### src/rtl/lvds_rx_pkg.sv
// Shared types and helpers for the LVDS frame receiver.
// Holds the FSM state encoding, tuser bit positions and the width helpers
// used to size the receiver's internal counters.
package lvds_rx_pkg;

    typedef enum logic [1:0] {
        IDLE = 2'd0,
        RECV = 2'd1,
        DROP = 2'd2
    } rx_state_t;

    // Sideband carried with each word when the tuser output is built in
    localparam int TUSER_W     = 2;
    localparam int TUSER_SHORT = 0;
    localparam int TUSER_OVF   = 1;

    // Output word width: one LANE_BITS slice per lane
    function automatic int data_width(input int lanes, input int lane_bits);
        return lanes * lane_bits;
    endfunction

    // Bits needed to hold any value in 0..max_val (at least one bit)
    function automatic int cnt_width(input int max_val);
        return (max_val < 1) ? 1 : $clog2(max_val + 1);
    endfunction

endpackage

### src/rtl/lvds_rx_fifo.sv
// Synchronous first-word-fall-through FIFO for the receiver's output stream.
// pop_data always shows the head entry while the FIFO is non-empty and is
// forced to zero when empty so the stream data bus is clean after reset.
// A push while full is ignored; the caller is responsible for flagging it.
module lvds_rx_fifo
    import lvds_rx_pkg::*;
#(
    parameter int WIDTH = 9,
    parameter int DEPTH = 16
) (
    input  logic             clk,
    input  logic             rst_n,
    input  logic             push,
    input  logic [WIDTH-1:0] push_data,
    input  logic             pop,
    output logic [WIDTH-1:0] pop_data,
    output logic             full,
    output logic             empty
);

    localparam int AW = (DEPTH > 1) ? $clog2(DEPTH) : 1;
    localparam logic [AW:0] FULL_CNT = (AW + 1)'(DEPTH);

    logic [WIDTH-1:0] mem [DEPTH];
    logic [AW-1:0]    wr_ptr;
    logic [AW-1:0]    rd_ptr;
    logic [AW:0]      count;
    logic             do_push;
    logic             do_pop;

    assign full    = (count == FULL_CNT);
    assign empty   = (count == '0);
    assign do_push = push && !full;
    assign do_pop  = pop && !empty;

    // Pointer and occupancy bookkeeping; pointers wrap naturally (DEPTH is 2^n)
    always_ff @(posedge clk or negedge rst_n) begin
        if (!rst_n) begin
            wr_ptr <= '0;
            rd_ptr <= '0;
            count  <= '0;
        end else begin
            if (do_push) begin
                wr_ptr <= wr_ptr + 1'b1;
            end
            if (do_pop) begin
                rd_ptr <= rd_ptr + 1'b1;
            end
            case ({do_push, do_pop})
                2'b10:   count <= count + 1'b1;
                2'b01:   count <= count - 1'b1;
                default: count <= count;
            endcase
        end
    end

    // Storage array; no reset needed since empty gates the read port
    always_ff @(posedge clk) begin
        if (do_push) begin
            mem[wr_ptr] <= push_data;
        end
    end

    assign pop_data = empty ? '0 : mem[rd_ptr];

endmodule

### src/rtl/lvds_rx_deser.sv
// Multi-lane LVDS frame receiver with AXI4-Stream output.
// Lanes are sampled while lvds_flag is high, deserialised LSB-first into
// DATA_W-bit words, held one slot in a staging register so the frame's
// last word can be tagged with tlast, then queued in an FWFT FIFO.
// Completed frames are counted and raise a level interrupt after
// IRQ_FRAMES frames or after IDLE_TIMEOUT idle cycles with frames pending.
// Optional build macro LVDS_RX_TUSER_EN adds m_axis_tuser[1:0]
// (bit0 = short frame, bit1 = overflow drop in frame, both on the tlast word).
// LANE_BITS must be at least 2 so a word never forms in the same cycle
// the staging register is flushing the previous frame's last word.
module lvds_rx_deser
    import lvds_rx_pkg::*;
#(
    parameter int LANES        = 2,
    parameter int LANE_BITS    = 4,
    parameter int FRAME_WORDS  = 896,
    parameter int IRQ_FRAMES   = 1000,
    parameter int IDLE_TIMEOUT = 10000,
    parameter int FIFO_DEPTH   = 16
) (
    input  logic                         clk,
    input  logic                         rst_n,
    input  logic [LANES-1:0]             lvds_data,
    input  logic                         lvds_flag,
    input  logic                         fifo_rst_busy,
    input  logic                         m_axis_tready,
    output logic                         m_axis_tvalid,
    output logic [LANES*LANE_BITS-1:0]   m_axis_tdata,
    output logic                         m_axis_tlast,
`ifdef LVDS_RX_TUSER_EN
    output logic [TUSER_W-1:0]           m_axis_tuser,
`endif
    output logic                         irq_req,
    input  logic                         irq_ack,
    output logic                         rx_busy,
    output logic [31:0]                  frame_total,
    output logic                         err_ovf,
    output logic                         err_short
);

    localparam int DATA_W = data_width(LANES, LANE_BITS);
    localparam int BIT_W  = cnt_width(LANE_BITS - 1);
    localparam int WORD_W = cnt_width(FRAME_WORDS);
    localparam int PEND_W = cnt_width(IRQ_FRAMES);
    localparam int IDLE_W = cnt_width(IDLE_TIMEOUT);
`ifdef LVDS_RX_TUSER_EN
    localparam int FIFO_W = DATA_W + 1 + TUSER_W;
`else
    localparam int FIFO_W = DATA_W + 1;
`endif

    localparam logic [BIT_W-1:0]  BIT_LAST  = BIT_W'(LANE_BITS - 1);
    localparam logic [WORD_W-1:0] WORD_LAST = WORD_W'(FRAME_WORDS - 1);
    localparam logic [PEND_W-1:0] PEND_MAX  = PEND_W'(IRQ_FRAMES);
    localparam logic [IDLE_W-1:0] IDLE_MAX  = IDLE_W'(IDLE_TIMEOUT);

    rx_state_t state;
    rx_state_t state_next;

    logic [LANES-1:0][LANE_BITS-1:0] shreg;
    logic [LANES-1:0][LANE_BITS-1:0] shreg_shift;
    logic [BIT_W-1:0]                bit_cnt;
    logic [WORD_W-1:0]               word_cnt;

    logic              sample_en;
    logic              word_form;
    logic              last_form;
    logic              frame_end_short;

    logic              stage_valid;
    logic              stage_final;
    logic [DATA_W-1:0] stage_data;

    logic              push;
    logic              push_last;
    logic              push_short;
    logic              frame_done;
    logic              drop;

    logic [FIFO_W-1:0] fifo_wdata;
    logic [FIFO_W-1:0] fifo_rdata;
    logic              fifo_full;
    logic              fifo_empty;
    logic              fifo_pop;

    logic [PEND_W-1:0] pending;
    logic [IDLE_W-1:0] idle_cnt;
    logic              irq_set;

    // Lanes are only sampled while a frame is being accepted; the flag-rise
    // cycle in IDLE already carries the first bit of the frame.
    assign sample_en       = lvds_flag && !fifo_rst_busy && (state == IDLE || state == RECV);
    assign word_form       = sample_en && (bit_cnt == BIT_LAST);
    assign last_form       = word_form && (word_cnt == WORD_LAST);
    assign frame_end_short = (state == RECV) && (!lvds_flag || fifo_rst_busy);

    // FSM state register
    always_ff @(posedge clk or negedge rst_n) begin
        if (!rst_n) begin
            state <= IDLE;
        end else begin
            state <= state_next;
        end
    end

    // FSM next state: a full frame with the flag still high parks in DROP
    always_comb begin
        state_next = state;
        case (state)
            IDLE: begin
                if (lvds_flag) begin
                    state_next = fifo_rst_busy ? DROP : RECV;
                end
            end
            RECV: begin
                if (!lvds_flag || fifo_rst_busy) begin
                    state_next = IDLE;
                end else if (last_form) begin
                    state_next = DROP;
                end
            end
            DROP: begin
                if (!lvds_flag) begin
                    state_next = IDLE;
                end
            end
            default: state_next = IDLE;
        endcase
    end

    // New lane bits enter at the MSB so the first-received bit ends at the LSB
    always_comb begin
        shreg_shift = '0;
        for (int i = 0; i < LANES; i++) begin
            shreg_shift[i] = {lvds_data[i], shreg[i][LANE_BITS-1:1]};
        end
    end

    // Per-lane shift registers advance only on sampled cycles
    always_ff @(posedge clk or negedge rst_n) begin
        if (!rst_n) begin
            shreg <= '0;
        end else if (sample_en) begin
            shreg <= shreg_shift;
        end
    end

    // Bit and word position within the frame; cleared whenever not sampling,
    // which also throws away partial bits of a frame that ends early
    always_ff @(posedge clk or negedge rst_n) begin
        if (!rst_n) begin
            bit_cnt  <= '0;
            word_cnt <= '0;
        end else if (!sample_en) begin
            bit_cnt  <= '0;
            word_cnt <= '0;
        end else begin
            bit_cnt <= (bit_cnt == BIT_LAST) ? '0 : bit_cnt + 1'b1;
            if (word_form) begin
                word_cnt <= last_form ? '0 : word_cnt + 1'b1;
            end
        end
    end

    // Decide whether the staged word leaves this cycle and with which tlast
    always_comb begin
        push       = 1'b0;
        push_last  = 1'b0;
        push_short = 1'b0;
        if (stage_valid && stage_final) begin
            push      = 1'b1;
            push_last = 1'b1;
        end else if (stage_valid && word_form) begin
            push = 1'b1;
        end else if (stage_valid && frame_end_short) begin
            push       = 1'b1;
            push_last  = 1'b1;
            push_short = 1'b1;
        end
    end

    assign frame_done = push && push_last && !push_short;
    assign drop       = push && fifo_full;

    // Staging slot: a newly formed word replaces the one being pushed
    always_ff @(posedge clk or negedge rst_n) begin
        if (!rst_n) begin
            stage_valid <= 1'b0;
            stage_final <= 1'b0;
            stage_data  <= '0;
        end else if (word_form) begin
            stage_valid <= 1'b1;
            stage_final <= last_form;
            stage_data  <= DATA_W'(shreg_shift);
        end else if (push) begin
            stage_valid <= 1'b0;
            stage_final <= 1'b0;
        end
    end

`ifdef LVDS_RX_TUSER_EN
    logic               frame_ovf;
    logic [TUSER_W-1:0] push_user;

    // Remembers any overflow drop since the current frame started
    always_ff @(posedge clk or negedge rst_n) begin
        if (!rst_n) begin
            frame_ovf <= 1'b0;
        end else if (state == IDLE && sample_en) begin
            frame_ovf <= 1'b0;
        end else if (drop) begin
            frame_ovf <= 1'b1;
        end
    end

    // Sideband bits are only meaningful on the frame's tlast word
    always_comb begin
        push_user              = '0;
        push_user[TUSER_SHORT] = push_short;
        push_user[TUSER_OVF]   = push_last && frame_ovf;
    end

    assign fifo_wdata   = {push_user, push_last, stage_data};
    assign m_axis_tuser = fifo_rdata[DATA_W+1 +: TUSER_W];
`else
    assign fifo_wdata = {push_last, stage_data};
`endif

    assign fifo_pop = m_axis_tvalid && m_axis_tready;

    lvds_rx_fifo #(
        .WIDTH (FIFO_W),
        .DEPTH (FIFO_DEPTH)
    ) u_fifo (
        .clk       (clk),
        .rst_n     (rst_n),
        .push      (push && !fifo_full),
        .push_data (fifo_wdata),
        .pop       (fifo_pop),
        .pop_data  (fifo_rdata),
        .full      (fifo_full),
        .empty     (fifo_empty)
    );

    assign m_axis_tvalid = !fifo_empty;
    assign m_axis_tdata  = fifo_rdata[DATA_W-1:0];
    assign m_axis_tlast  = fifo_rdata[DATA_W];
    assign rx_busy       = (state == RECV) || !fifo_empty;

    assign irq_set = (pending == PEND_MAX) || (idle_cnt == IDLE_MAX);

    // Lifetime frame counter, wraps at 2^32
    always_ff @(posedge clk or negedge rst_n) begin
        if (!rst_n) begin
            frame_total <= '0;
        end else if (frame_done) begin
            frame_total <= frame_total + 32'd1;
        end
    end

    // Frames awaiting an interrupt and idle time since the last activity;
    // a frame finishing in the same cycle as an interrupt is not lost
    always_ff @(posedge clk or negedge rst_n) begin
        if (!rst_n) begin
            pending  <= '0;
            idle_cnt <= '0;
        end else if (irq_set) begin
            pending  <= frame_done ? PEND_W'(1) : '0;
            idle_cnt <= '0;
        end else begin
            if (frame_done) begin
                pending <= pending + 1'b1;
            end
            if (state == RECV || pending == '0) begin
                idle_cnt <= '0;
            end else begin
                idle_cnt <= idle_cnt + 1'b1;
            end
        end
    end

    // Interrupt and sticky error flags; a new set beats a coincident ack
    always_ff @(posedge clk or negedge rst_n) begin
        if (!rst_n) begin
            irq_req   <= 1'b0;
            err_ovf   <= 1'b0;
            err_short <= 1'b0;
        end else begin
            if (irq_set) begin
                irq_req <= 1'b1;
            end else if (irq_ack) begin
                irq_req <= 1'b0;
            end
            if (drop) begin
                err_ovf <= 1'b1;
            end else if (irq_ack) begin
                err_ovf <= 1'b0;
            end
            if (frame_end_short) begin
                err_short <= 1'b1;
            end else if (irq_ack) begin
                err_short <= 1'b0;
            end
        end
    end

endmodule

### config.mk
export PLATFORM = sky130hd
export DESIGN_NAME = lvds_rx_deser
export DESIGN_NICKNAME = d
export VERILOG_FILES = /design/src/rtl/lvds_rx_pkg.sv /design/src/rtl/lvds_rx_fifo.sv /design/src/rtl/lvds_rx_deser.sv
export SDC_FILE = /design/constraint.sdc
export NUM_CORES = 1
export LEC_CHECK = 0
export BUFFER_PORTS_ARGS = -buffer_cell sky130_fd_sc_hd__buf_2
export CORE_MARGIN = 4
export CORE_UTILIZATION = 55
export CTS_CLUSTER_SIZE = 40
export DETAILED_ROUTE_END_ITERATION = 12
export GPL_TIMING_DRIVEN = 0
export PLACE_DENSITY = 0.73
export SLEW_MARGIN = 30
export SYNTH_ARGS = -nofsm -noshare
export SYNTH_HDL_FRONTEND = slang
export SYNTH_SLANG_ARGS = --single-unit
### constraint.sdc
create_clock -name clk -period 4.9 [get_ports clk]
set_clock_uncertainty 0.2 [all_clocks]
set_input_delay 0.49 -clock clk [delete_from_list [all_inputs] [get_ports clk]]
set_output_delay 0.49 -clock clk [all_outputs]
set_load 0.005 [all_outputs]
==> results.cfg <==
[clocking]
cts_max_level = 1
clock_latency_ns = 0.51
ctsResizeCount = 0
cts_buffer_depth = 3
cts.reportedPaths.clkPinSlew_ns = 0.06
cts_buffers = 26
cts_tree = built
clock-sinks = 246
cts-root-buf = clkbuf_16
cts_setup_buffers = 0

[final_layout]
nNetsFinal = 837
syn_to_final_growth_pct = 13.7
fin_cells = 1067
antenna_cells = 0
final_util_pct = 64.0
drive_gt1_share_pct = 18.7

[timing]
fmax_ghz = 0.251
worst_pin_slew_ns = 0.785
slew_viol_final = 0
final.setup.tns_ns = 0
relSlewSlack_pct = 47.7
period_minus_slack_ns = 3.99
period_share_pct = 81.4
fin_hold_ws_ns = 0.0168
grt_setup_unrepaired = false
setup_viol = 0
hold_viol_final = 0

[setup_path]
slowest_delay_ns = 0.35
start_kind = flop
reg2reg_slack_ns = 0.91
reg2regPathDepth = 15
worstPathCellList = ha_1, clkbuf_1, nand4bb_1, o211ai_1, and3_1, buf_2, inv_1, ha_1, clkbuf_1, xor2_1, ha_1, nor3_1, nor4_1, nor4b_1, xnor2_1
cpMaxStageDelayCell = dfrtp_1
setup.worst_path.end_class = flop
r2r_end = u_fifo.count[4]
crit_fanout = 10
path_common_cell = ha_1
cp.arrival_ns = 4.22
r2r_start = bit_cnt[0]
critical_path_class = reg -> reg
required_ns = 5.13

[floorplan]
die_w_um = 147
fp.dieArea_um2 = 21500
start_util_pct = 56.3
rows = 50
core_area_um2 = 18800
pin_count = 54
die_y_um = 147

[synth]
synth-edff-count = 144
synthesis.nets = 753
ys_ff_latch = 246
ys.flop_type = edfxtp_1
syn_avg_cell_area_um2 = 14.5
seq_area_frac_synth_pct = 65.1
synthDistinctLibCells = 53
syn_area_um2 = 10600
async_flop_share_pct = 41.5
yosysWarnings = 0
postSynthCellCount = 729

[route]
drt-initial-drc-count = 476
wl_um = 21100
antenna_left = 0
remaining_drc_errors = 0
routed_via_density = 5.90
dr.pass1.iters = 5
wl_per_cell_um = 19.8
num_vias = 6292

[hold_path]
min_to = stage_data[7]
hold_depth = 3
holdCritPathClass = in -> reg
min_from = lvds_data[1]

[run]
max_cap_violations = 0

[global_routing]
antenna_found_initial = 1
grt_max_degree = 65
grt_pass1_wl_um = 34000
grtUsageTotal_pct = 19.8
grt_remaining_overflow = 0
grt_pass1_vias = 6371

[run_status]
status = completed

[power]
vdd_drop_max_mv = 0.258
leakagePower_nw = 4.79
p_per_area_nw_per_um2 = 436

[placement]
place_congestion = 0.837
placed_cells = 1017
port_buffers = 53
hpwl_um = 14300
routing by layer:
layer | GRT usage [%] | part of all wire [%] | vias up | routed length [um]
li1 | - | - | 2891 | -
met1 | 27.3 | 43 | 3182 | 9100
met2 | 33.1 | 49 | 184 | 10400
met3 | 3.69 | 5.8 | 33 | 1230
met4 | 4.80 | 1.6 | 2 | 333
met5 | 0 | 0.062 | - | 13
power breakdown:
part           switching, W  total (W)  internal, W
clock              0.000762    0.00187      0.00111
sequential        0.0000654    0.00233      0.00226
combinational      0.000540    0.00103     0.000495
worst max-delay path: cells and delay by family, from the launching register on:
kind / cells / cell delay (ns)
buffers and inverters: 4 / 0.86
adder cells (fa/ha/maj): 3 / 0.60
flip-flops: 1 / 0.35
XOR/XNOR: 2 / 0.37
AND/OR/NAND/NOR: 5 / 1.25
AO/OA/AOI/OAI: 1 / 0.28
cell type report:
type / count / area (um2)
fillers: 1362 / 6760
inverters: 20 / 75.1
flip-flops and latches: 246 / 6880
well taps: 234 / 293
clock inverters: 11 / 91.3
clock buffers: 37 / 743
plain buffers: 28 / 121
repair buffers: 56 / 319
multi-input cells: 435 / 3490
logic make-up (layout without fill, tap and decap cells):
logic type	after synthesis	after routing	synth area share (%)
and+or+nand+nor	247	247	12.6
buffers and inverters	48	152	1.86
adders and majority gates	16	16	1.90
AOI/OAI and AO/OA	40	40	2.40
DFF	246	246	65.1
xor gates and xnor gates	65	65	5.39
muxes	67	67	10.7
placed cells by master, fill, tap and decap left out, types with 5 or more instances in the layout:
cell         n
inv_1       20
xnor2_1     38
nand3_1     24
ha_1        16
and4_1      11
nand4_1     25
o22ai_1      9
and3_1      21
nor3_1      16
edfxtp_1   144
clkinv_2     5
a21oi_1      9
nor4_1       7
xor2_1      27
mux2_2      11
mux2i_1     20
dfrtp_1    102
and2_1      11
nand2_1     56
buf_2       59
o21ai_0      6
nor2_1      42
mux4_2      36
nor2b_1      6
clkbuf_16   27
nand2b_1     6
clkbuf_1    25
cells in the mapped netlist (7+ instances only):
cell type / number / area (um2)
a21oi_1: 9 / 45.0
and2_1: 11 / 68.8
and3_1: 21 / 131
and4_1: 11 / 96.3
buf_2: 7 / 35.0
clkbuf_1: 18 / 67.6
dfrtp_1: 102 / 2550
edfxtp_1: 144 / 4320
ha_1: 16 / 200
inv_1: 20 / 75.1
mux2_2: 11 / 124
mux2i_1: 20 / 200
mux4_2: 36 / 811
nand2_1: 56 / 210
nand3_1: 24 / 120
nand4_1: 25 / 156
nor2_1: 42 / 158
nor2b_1: 7 / 43.8
nor3_1: 16 / 80.1
nor4_1: 7 / 43.8
o22ai_1: 9 / 56.3
xnor2_1: 38 / 333
xor2_1: 27 / 236
worst max-delay path by stage:
stage                     from              end  slack (ns)  depth (start not counted)
6_report            bit_cnt[0]  u_fifo.count[4]        0.91                         15
3_5_place_dp   u_fifo.count[1]  u_fifo.count[4]        0.95                         14
2_1_floorplan  u_fifo.count[1]  u_fifo.count[4]        1.59                         14
3_3_place_gp   u_fifo.count[1]  u_fifo.count[4]        1.11                         14
4_1_cts        u_fifo.count[1]  u_fifo.count[4]        0.95                         14
5_1_grt             bit_cnt[0]  u_fifo.count[4]        0.62                         15
flip-flops by register name, indices dropped and copies added, names as in the netlist, 2 cells and up:
register / flops
bit_cnt: 2
frame_total: 32
idle_cnt: 14
pending: 10
shreg: 6
stage_data: 8
state: 2
u_fifo.count: 5
u_fifo.mem: 144
u_fifo.rd_ptr: 4
u_fifo.wr_ptr: 4
word_cnt: 10
metrics by stage:
stage	power, W	setup slack, ns	instance area, um2
2_1_floorplan	0.00309	1.59	10600
3_3_place_gp	0.00337	1.11	11100
3_5_place_dp	0.00341	0.949	11200
4_1_cts	0.00529	0.945	12000
5_1_grt	0.00547	0.616	12000
6_report	0.00523	0.912	12000
repair_timing:
action,CTS,global route
endpoints found under the hold margin,39,0
hold buffers,2,0
endpoints found under the setup margin,0,0
(Power assumes the default switching activity.)
